### src/rtl/clock_divider_multi.sv
// N-channel programmable clock divider with registered divided clock, CE pulses and divided-domain reset.
// Latency: outputs are registered and aligned with the channel counter; a loaded divisor applies at the next period wrap.
// No backpressure: load strobes are always accepted; a newer load overwrites a still-pending one.
module clock_divider_multi #(
    parameter int par_channels    = 2,
    parameter int par_div_width   = 16,
    parameter int par_div_default = 1000
) (
    input  logic                     i_clk_mhz,
    input  logic                     i_rst_mhz,
    input  logic [par_channels-1:0]  i_ch_en,
    input  logic [par_div_width-1:0] i_div_value,
    input  logic [par_channels-1:0]  i_div_load,
    output logic [par_channels-1:0]  o_div_pend,
    output logic [par_channels-1:0]  o_clk_div,
    output logic [par_channels-1:0]  o_ce_rise,
    output logic [par_channels-1:0]  o_ce_fall,
    output logic [par_channels-1:0]  o_rst_div
);

    localparam logic [par_div_width-1:0] DIV_DEFAULT = par_div_width'(par_div_default);
    localparam logic [par_div_width-1:0] ONE         = par_div_width'(1);
    localparam logic [par_div_width-1:0] TWO         = par_div_width'(2);
    localparam logic [par_div_width-1:0] ZERO        = '0;

    // Divisors 0 and 1 cannot produce a clock; clamp them once, shared by all channels.
    logic [par_div_width-1:0] load_val;
    assign load_val = (i_div_value < TWO) ? TWO : i_div_value;

    for (genvar g = 0; g < par_channels; g++) begin : g_ch
        logic [par_div_width-1:0] cnt;
        logic [par_div_width-1:0] act_d;
        logic [par_div_width-1:0] shad;
        logic [par_div_width-1:0] cnt_next;
        logic [par_div_width-1:0] d_next;
        logic [par_div_width-1:0] low_len;
        logic                     en;
        logic                     wrap;
        logic                     apply;
        logic                     pend_q;
        logic                     clk_q;
        logic                     rise_q;
        logic                     fall_q;
        logic                     rstd_q;

        assign en = i_ch_en[g];

        // Next-state decode: wrap at D-1, apply shadow at a period boundary (wrap or idle), low length of the next period.
        always_comb begin
            wrap     = en && (cnt >= act_d - ONE);
            apply    = pend_q && (wrap || !en);
            cnt_next = (!en || wrap) ? ZERO : cnt + ONE;
            d_next   = apply ? shad : act_d;
            low_len  = d_next - (d_next >> 1);
        end

        // Counter, divisor shadow and all registered outputs; outputs are computed from next state so they align with cnt.
        always_ff @(posedge i_clk_mhz) begin
            if (i_rst_mhz) begin
                cnt    <= ZERO;
                act_d  <= DIV_DEFAULT;
                shad   <= DIV_DEFAULT;
                pend_q <= 1'b0;
                clk_q  <= 1'b0;
                rise_q <= 1'b0;
                fall_q <= 1'b0;
                rstd_q <= 1'b1;
            end else begin
                cnt    <= cnt_next;
                act_d  <= d_next;
                if (i_div_load[g]) begin
                    shad <= load_val;
                end
                // A load in the apply cycle is kept pending for the following boundary.
                pend_q <= i_div_load[g] ? 1'b1 : (apply ? 1'b0 : pend_q);
                clk_q  <= en && (cnt_next >= low_len);
                rise_q <= en && (cnt_next == low_len);
                fall_q <= wrap;
                rstd_q <= rstd_q && !wrap;
            end
        end

        assign o_div_pend[g] = pend_q;
        assign o_clk_div[g]  = clk_q;
        assign o_ce_rise[g]  = rise_q;
        assign o_ce_fall[g]  = fall_q;
        assign o_rst_div[g]  = rstd_q;
    end

endmodule

### config.mk
export PLATFORM = sky130hd
export DESIGN_NAME = clock_divider_multi
export DESIGN_NICKNAME = d
export VERILOG_FILES = /design/src/rtl/clock_divider_multi.sv
export SDC_FILE = /design/constraint.sdc
export NUM_CORES = 1
export LEC_CHECK = 0
export ABC_AREA = 1
export CELL_PAD_IN_SITES_DETAIL_PLACEMENT = 0
export CELL_PAD_IN_SITES_GLOBAL_PLACEMENT = 1
export CORE_UTILIZATION = 25
export DETAILED_ROUTE_END_ITERATION = 8
export PLACE_DENSITY_LB_ADDON = 0.1
export SLEW_MARGIN = 15
export SYNTH_ARGS = -nofsm -noshare
export SYNTH_HDL_FRONTEND = slang
export SYNTH_SLANG_ARGS = --single-unit
### constraint.sdc
create_clock -name i_clk_mhz -period 5.3 [get_ports i_clk_mhz]
set_input_delay 0.53 -clock i_clk_mhz [delete_from_list [all_inputs] [get_ports i_clk_mhz]]
set_output_delay 0.53 -clock i_clk_mhz [all_outputs]
set_load 0.01 [all_outputs]
### Yosys cells after proc, flatten, opt, wreduce, memory -nomap -nowiden

Index checks and enable logic that the tools add are counted.

| storage, ports and cells | value |
|---|---|
| input port bits | 22 |
| bits in registers | 106 |

| operators by class | value |
|---|---|
| muxes and demuxes | 9 |
| reduce and logical (&&, ||, !) cells | 18 |
| add/subtract/negate cells | 6 |
| equality and inequality tests | 2 |
| $lt $le $gt $ge | 5 |

Operators by type and width:

| cell | count |
|---|---|
| $mux W16 | 5 |
| $ge A16 B16 Y1 | 4 |
| $add A16 B1 Y16 const B | 2 |
| $eq A16 B16 Y1 | 2 |
| $sub A16 B1 Y16 const B | 2 |
| $sub A16 B15 Y16 | 2 |
| $lt A16 B2 Y1 const B | 1 |
| $logic_and A1 B1 Y1 | 10 |
| $logic_not A1 Y1 | 4 |
| $mux W1 | 4 |
| $reduce_bool A2 Y1 | 2 |
| $logic_or A1 B1 Y1 | 2 |

### Logic depth before layout (Yosys ltp)

| depth | value |
|---|---|
| depth after elaboration | 9 |
| gate-level depth with buffers | 41 |
| mapped depth without buffers | 40 |

### Worst setup path before layout

Ideal clock, no wire load.

| timing path | value |
|---|---|
| path type | flip-flop to flip-flop |
| from | register g_ch[0].act_d[0] |
| to | register g_ch[0].clk_q |
| setup slack | -0.162 ns |
| period minus slack after synthesis | 5.462 ns |
| path buffers | 1 |
| data arrival time | 5.405 ns |
| stages on the path, launching flop included | 38 |
| cells stage by stage | dfxtp_1 -> inv_1 -> ha_1 -> nand3_1 -> nor2_1 -> inv_1 -> nor3_1 -> nand3_1 -> nor2_1 -> nand3_1 -> nor2_1 -> xor2_1 -> inv_1 -> ha_1 -> nand4_1 -> nor3_1 -> nand2_1 -> nand3_1 -> [2 not listed] -> nand2_2 -> buf_2 -> o21ai_0 -> inv_1 -> ha_1 -> a21oi_1 -> and2_1 -> o221ai_2 -> a31oi_1 -> o21ai_1 -> nand3_1 -> nand2_1 -> xor2_1 -> ha_1 -> nand3_1 -> nor4_1 -> nor4b_1 -> a21o_1 |

| between the ends | value |
|---|---|
| longest elaborated chain between the ends | 9 |
| elaborated cells between the ends (all ways) | 10 |
| those cells by class | add/sub (2); order compare (2); mux (2); reduce/logical (4) |

Ends and longest elaborated chain:

| element | RTL line | text |
|---|---|---|
| from (decl) | 32 | `logic [par_div_width-1:0] act_d;` |
| from (signal assigned) | 70 | `act_d <= d_next;` |
| $sub A16 B1 Y16 | 50 | `wrap = en && (cnt >= act_d - ONE);` |
| $ge A16 B16 Y1 | 50 |  |
| $logic_and A1 B1 Y1 | 50 |  |
| $logic_or A1 B1 Y1 | 51 | `apply = pend_q && (wrap \|\| !en);` |
| $logic_and A1 B1 Y1 | 51 |  |
| $mux W16 | 53 | `d_next = apply ? shad : act_d;` |
| named net g_ch[0].d_next[2] | 35 | `logic [par_div_width-1:0] d_next;` |
| $sub A16 B15 Y16 | 54 | `low_len = d_next - (d_next >> 1);` |
| $ge A16 B16 Y1 | 76 | `clk_q <= en && (cnt_next >= low_len);` |
| $logic_and A1 B1 Y1 | 76 |  |
| to (signal assigned) | 76 |  |
| to (decl) | 41 | `logic clk_q;` |

The timed path passes the listed nets, and every way through them passes these cells.
A chain may end at the register's enable or synchronous reset.

### Worst setup path in the final report

| timing path | value |
|---|---|
| from | register g_ch[0].act_d[0] |
| to | register g_ch[0].clk_q |

| between the ends | value |
|---|---|
| longest elaborated chain between the ends | 9 |
| elaborated cells between the ends (all ways) | 10 |
| those cells by class | add/sub (2); order compare (2); mux (2); reduce/logical (4) |

Ends and longest elaborated chain:

| element | RTL line |
|---|---|
| $sub A16 B1 Y16 | 50 |
| $ge A16 B16 Y1 | 50 |
| $logic_and A1 B1 Y1 | 50 |
| $logic_or A1 B1 Y1 | 51, 52 |
| $logic_and A1 B1 Y1 | 51 |
| $mux W16 | 53 |
| $sub A16 B15 Y16 | 54 |
| $ge A16 B16 Y1 * | 76 |
| $logic_and A1 B1 Y1 * | 76 |

Every way passes the cells marked *; elsewhere a longest branch is shown, timed or not.

==> flow_summary.yaml <==
run_status:
  outcome: "complete, but fails checks"
  violations: "design-rule violations, negative setup slack"
cts:
  cts_buffers: 9
  h-tree-depth: 3
  cts.sinks: 106
  clk_latency_ns: 0.38
  cts.path.max_buffers: 2
  clockRootBuffer: "clkbuf_16"
  clk_transition_reported_paths_ns: 0.09
  tritoncts: "done"
  hold_buffers: 0
placed_design:
  port_buffers: 31
  place_area_um2: 9827
  dpl.hpwl_um: 20370
  pre_cts_ws_ns: -0.7818
  place.gp.congestion: 0.8217
route:
  drt-total-wl_um: 26420
  ant_nets: 0
  wl_per_cell_um: 15.17
  drc: 2
  via_count: 7706
  first_pass_iters: 7
  avgViaCountPerCell: 4.424
  drtIter0Drc: 354
worst_setup_path:
  crit_path_max_incr_delay_ns: 0.34
  cp_top_family: "simple AND/OR/NAND/NOR gates"
  critPathLaunch: "g_ch[0].act_d[0]"
  worst-r2r-cell-count: 36
  critPathSlowestCell: "dfxtp_2"
  criticalPathCategory: "reg2reg"
  r2r-start: "g_ch[0].act_d[0]"
  timing.rr.end: "g_ch[0].clk_q"
  crit_arrival_ns: 5.93
  critPathLaunchType: "flip-flop"
  crit_end: "g_ch[0].clk_q"
  critPathCaptureType: "flip-flop"
  critPathMaxFanout: 6
  cp.buffers_inverters: 10
  timing.reg2reg.setup_slack_ns: -0.31
  path_depth: 36
  crit_required_ns: 5.62
  cpMostUsedCell: "buf_4"
layout:
  multiInputGateArea_um2: 5854
  layout_commonest_cell: "buf_4"
  area_growth_syn_to_layout_pct: 46.11
  fin_area_um2: 11450
  nets: 1463
  fillCellCount: 3344
  final_cell_mix: "buf_4, nand2_1, inv_1"
  regArea_um2: 2126
  drive_gt1_frac: 0.3135
  diodes: 0
power_and_ir_drop:
  power_density_nw_per_um2: 215.9
  ir_worst_vdd_v: 0.0002252
  p_leak_nw: 5.315
die:
  row_count: 64
  io_pins: 32
  dieWidth_um: 179.1
  core_area_um2: 30750
  start_util: 0.2549
  die_area_um2: 32070
  fp.dieH_um: 179.1
synth:
  synthCells: 1122
  avgSynthCellArea_um2: 6.986
  syn_nets: 1243
  synth_cell_types: 46
  synth_top_area_cell: "dfxtp_1"
  ys_warn_count: 0
  synth_edf_count: 0
  synth_seq_cells: 106
  yosysSeqAreaShare: 0.2707
  synthFlopType: "dfxtp_1"
  synthArstFlopShare: 0
  yosys-top-cells-area: "dfxtp_1, ha_1, nand2_1, inv_1, a21oi_1"
  yosysTopAreaCellShare: 0.2707
  netlist_area_um2: 7839
flow_run:
  cap_violations: 0
global_route:
  track_usage: 0.1685
  grt-ovfl-total: 0
  grt_pass1_vias: 7349
  antenna_found_initial: 0
  grt_pass1_wl_um: 40880
  grt_max_degree: 67
sta:
  finClkSkew_ns: 0.01353
  rsz0062_at_grt: "true"
  period_needed_ns: 5.614
  worstMarginPinSlew_ns: 0.9476
  min_period_over_period: 1.059
  slew_violations: 0
  setup_viol: 2
  fmax_ghz: 0.1781
  finalWorstSetupSlack_ns: -0.3136
  slew_headroom: 0.3663
  hold_viol: 0
  fin_tns_setup_ns: -0.5448
hold_path:
  hp-class: "reg2reg"
==> timing repair <==
| action | in CTS | in global routing |
|---|---|---|
| gates resized for setup | 53 | 176 |
| setup endpoints to repair | 4 | 4 |
| buffers inserted | 8 | 27 |
| cloned | 2 | 4 |
| pin swaps | 12 | 64 |
==> stage by stage <==
step | hold WS [ns] | cells | power (mW) | util
CTS | 0.4649 | 1713 | 2.387 | 0.3386
floorplan | 0.4200 | 1122 | 1.267 | -
global placement | 0.4433 | 1688 | 1.617 | 0.3196
finish | 0.4581 | 1742 | 2.472 | 0.3725
global route | 0.4914 | 1742 | 2.641 | 0.3725
detailed placement | 0.4505 | 1688 | 1.613 | 0.3196
==> sequential cells by signal (all words and copies together), names as in the netlist <==
register,cells
g_ch.act_d,32
g_ch.clk_q,2
g_ch.cnt,32
g_ch.fall_q,2
g_ch.pend_q,2
g_ch.rise_q,2
g_ch.rstd_q,2
g_ch.shad,32
==> Yosys cell counts, drive strengths merged, types with 4 or more instances <==
master,number
nand2,215
xor2,38
nand3,46
nor4,21
buf,21
dfxtp,106
ha,97
a21oi,84
nor3,52
nor2,94
o21ai,82
inv,179
a31oi,4
clkbuf,17
nand4,13
xnor2,18
nand3b,9
==> worst min-delay path, delay by kind of cell (launching register included) <==
kind             cells  cell delay, ns
and+or+nand+nor      2            0.10
DFF                  1            0.32
==> cells by family after synthesis <==
logic type	after synthesis	synth area share
adders and majority gates	99	0.1599
xor gates and xnor gates	56	0.06257
AOI/OAI and AO/OA	189	0.1301
buffers and inverters	218	0.1116
and+or+nand+nor	454	0.2651
DFF	106	0.2707
==> power breakdown <==
group          switching [mW]  total, mW  internal, mW
clock network           0.375      0.703         0.329
logic                   0.476      0.916         0.439
registers              0.0273      0.853         0.826
==> cell type report <==
cell class                      instances  share of cell area
Inverter                              180             0.05965
Multi-Input combinational cell        801              0.5111
Tap cell                              396             0.04326
Timing Repair Buffer                  244              0.1758
Clock inverter                          6            0.004916
Clock buffer                            9             0.01966
Sequential cell                       106              0.1856
==> how the worst min path moves through the flow <==
stage / endpoint / depth (start not counted) / start / slack, ns
floorplan: g_ch[1].rstd_q / 2 / g_ch[1].rstd_q / 0.42
global placement: g_ch[1].rstd_q / 2 / g_ch[1].rstd_q / 0.44
CTS: g_ch[1].rstd_q / 2 / g_ch[1].rstd_q / 0.46
global route: g_ch[1].rstd_q / 2 / g_ch[1].rstd_q / 0.49
detailed placement: g_ch[1].rstd_q / 2 / g_ch[1].rstd_q / 0.45
finish: g_ch[1].rstd_q / 2 / g_ch[1].rstd_q / 0.46
==> per-layer routing <==
metal  part of all wire  track usage  vias to the layer above
met4              0.012      0.04838                        0
li1                   -            -                     4125
met2               0.43       0.2542                       65
met1               0.54       0.2475                     3498
met3              0.019      0.02014                       18
met5                  0            0                        -
(Power assumes the default switching activity.)
==> variant (same flow settings) <==
Register the output `o_ce_fall` once more, without a reset; this adds one clock of latency there. The other outputs are not delayed to match.
--- a/src/rtl/clock_divider_multi.sv
+++ b/src/rtl/clock_divider_multi.sv
@@ -23,4 +23,6 @@
     localparam logic [par_div_width-1:0] TWO         = par_div_width'(2);
     localparam logic [par_div_width-1:0] ZERO        = '0;
+
+    logic [par_channels-1:0] o_ce_fall_d;
 
     // Divisors 0 and 1 cannot produce a clock; clamp them once, shared by all channels.
@@ -84,6 +86,10 @@
         assign o_clk_div[g]  = clk_q;
         assign o_ce_rise[g]  = rise_q;
-        assign o_ce_fall[g]  = fall_q;
+        assign o_ce_fall_d[g]  = fall_q;
         assign o_rst_div[g]  = rstd_q;
+    end
+
+    always_ff @(posedge i_clk_mhz) begin
+        o_ce_fall <= o_ce_fall_d;
     end
 
Formal check against the unedited RTL: not equivalent (a bounded check fails within 10 cycles, from zero or initial values and one cycle with i_rst_mhz high).
==> variant against the original RTL <==
The flow finishes with violations (setup timing). Combinational power down 2.5%. Total power grew 2.9%. Core utilization is 0.40 points lower. Largest cell class unchanged. Clock power is 12% higher. Setup slack better by 29 ps. Wire length down 1.9%. Hold slack worse by 120 ps. Final area shrank 1.1%. Sequential cell count rose by 2. Synthesized area rose by 0.35%.
==> variant: results (changes against the original RTL) <==
[yosys]
synthTopCellsByCount = nand2_1 (207), inv_1 (174), dfxtp_1 (108), ha_1 (97), nor2_1 (93)
synthTopCellsByArea = dfxtp_1 (27%), ha_1 (15%), nand2_1 (9.9%), inv_1 (8.3%), a21oi_1 (5.3%)
seq_area_frac_synth_pct = 27.5  ; +0.41 points
syn_nets = 1244  ; +0.080%

[route]
wl_per_cell_um = 15.0  ; -1.4%
first_pass_iters = 4  ; -3
dr_total_vias = 7641  ; -0.84%
met1_length_um = 11500  ; -19%
wl_met2_um = 13500  ; +19%
top_layer = met4
wl_met3_um = 280  ; -45%
drt_iter0_drc = 286  ; -19%

[timing]
layout_worst_path_cycle_share_pct = 105  ; -0.54 points
setup_ws_ps = -285  ; +28.5 ps
max_slew_margin_pct = 39.8  ; +3.2 points
fin_hold_ws_ps = 338  ; -120 ps
setup_viol = 2  ; unchanged

[run_status]
outcome = finished, violations left
violations = setup timing

[power_and_ir_drop]
power.leakage_nw = 5.24  ; -1.4%
p_int_w = 0.00166  ; +4.0%
vdd_ir_drop_max_v = 0.000170  ; -25%

[min_path]
min_path_cells = 0  ; -2
holdPathEnd = o_ce_fall[1]$_DFF_P_
hp-start = g_ch[1].fall_q$_SDFF_PP0_

[global_routing]
grt_use_total_pct = 16.4  ; -0.40 points
met2_usage_pct = 31.2  ; +5.8 points
grt_pass1_wl_um = 39900  ; -2.4%

[placement]
dp_hpwl_um = 19700  ; -3.2%
pre_cts_ws_ps = -596  ; +186 ps
place.gp.congestion = 0.810  ; -1.4%

[cts]
insertion_delay_ps = 370

[final_layout]
layout-drive-gt1-share_pct = 30.1  ; -1.3 points
nFillCells = 3279  ; -1.9%

[worst_setup_path]
arrival_ps = 5910  ; -20 ps
slowest_stage = ha_1
path_max_fanout = 7  ; +1

[variant: per-stage QoR]
step / std cells / utilization (%) / setup TNS [ps] / area [um^2]
2_1_floorplan: 1123 / - / 0 / 7880
3_3_place_gp: 1680 / 31.7 / -1680 / 9740
3_5_place_dp: 1680 / 31.7 / -1880 / 9740
4_1_cts: 1721 / 34.8 / -507 / 10700
5_1_grt: 1733 / 36.8 / -1900 / 11300
6_report: 1733 / 36.8 / -491 / 11300
[variant: logic make-up (layout without fill, tap and decap cells)]
group	after synthesis	in the layout	synth area share [%]
AO/OA/AOI/OAI	187	187	12.9
XOR/XNOR	56	56	6.24
adder cells (fa/ha/maj)	99	99	15.9
buffers and inverters	215	427	10.9
flip-flops	108	108	27.5
AND/OR/NAND/NOR	458	460	26.6
[variant: layout make-up]
class	count	share of cell area [%]
clock buffers	9	1.99
inverters	179	6.00
clock inverters	7	0.905
multi-input cells	802	51.0
flip-flops and latches	108	19.1
well taps	396	4.37
repair buffers	232	16.6
[variant: what timing repair did]
action,4_1_cts,5_1_grt
setup endpoints to repair,4,4
setup buffers,23,12
resized for setup,103,114
gates cloned,2,1
pin swaps,47,59
hold buffers,0,0
[variant: critical path: cells and delay by family, from the launching register on]
kind | cells | cell delay, ps
AND/OR/NAND/NOR | 14 | 2040
AO/OA/AOI/OAI | 8 | 1150
buffers and inverters | 9 | 960
adder cells (fa/ha/maj) | 3 | 800
flip-flops | 1 | 310
XOR/XNOR | 2 | 270
[variant: power by group through the flow]
stage	registers, W	logic, W	clock network, W
floorplan	0.000873	0.000409	0
global placement	0.000881	0.000730	0
detailed placement	0.000881	0.000726	0
CTS	0.000866	0.000794	0.000816
global route	0.000871	0.000993	0.000845
finish	0.000867	0.000893	0.000784
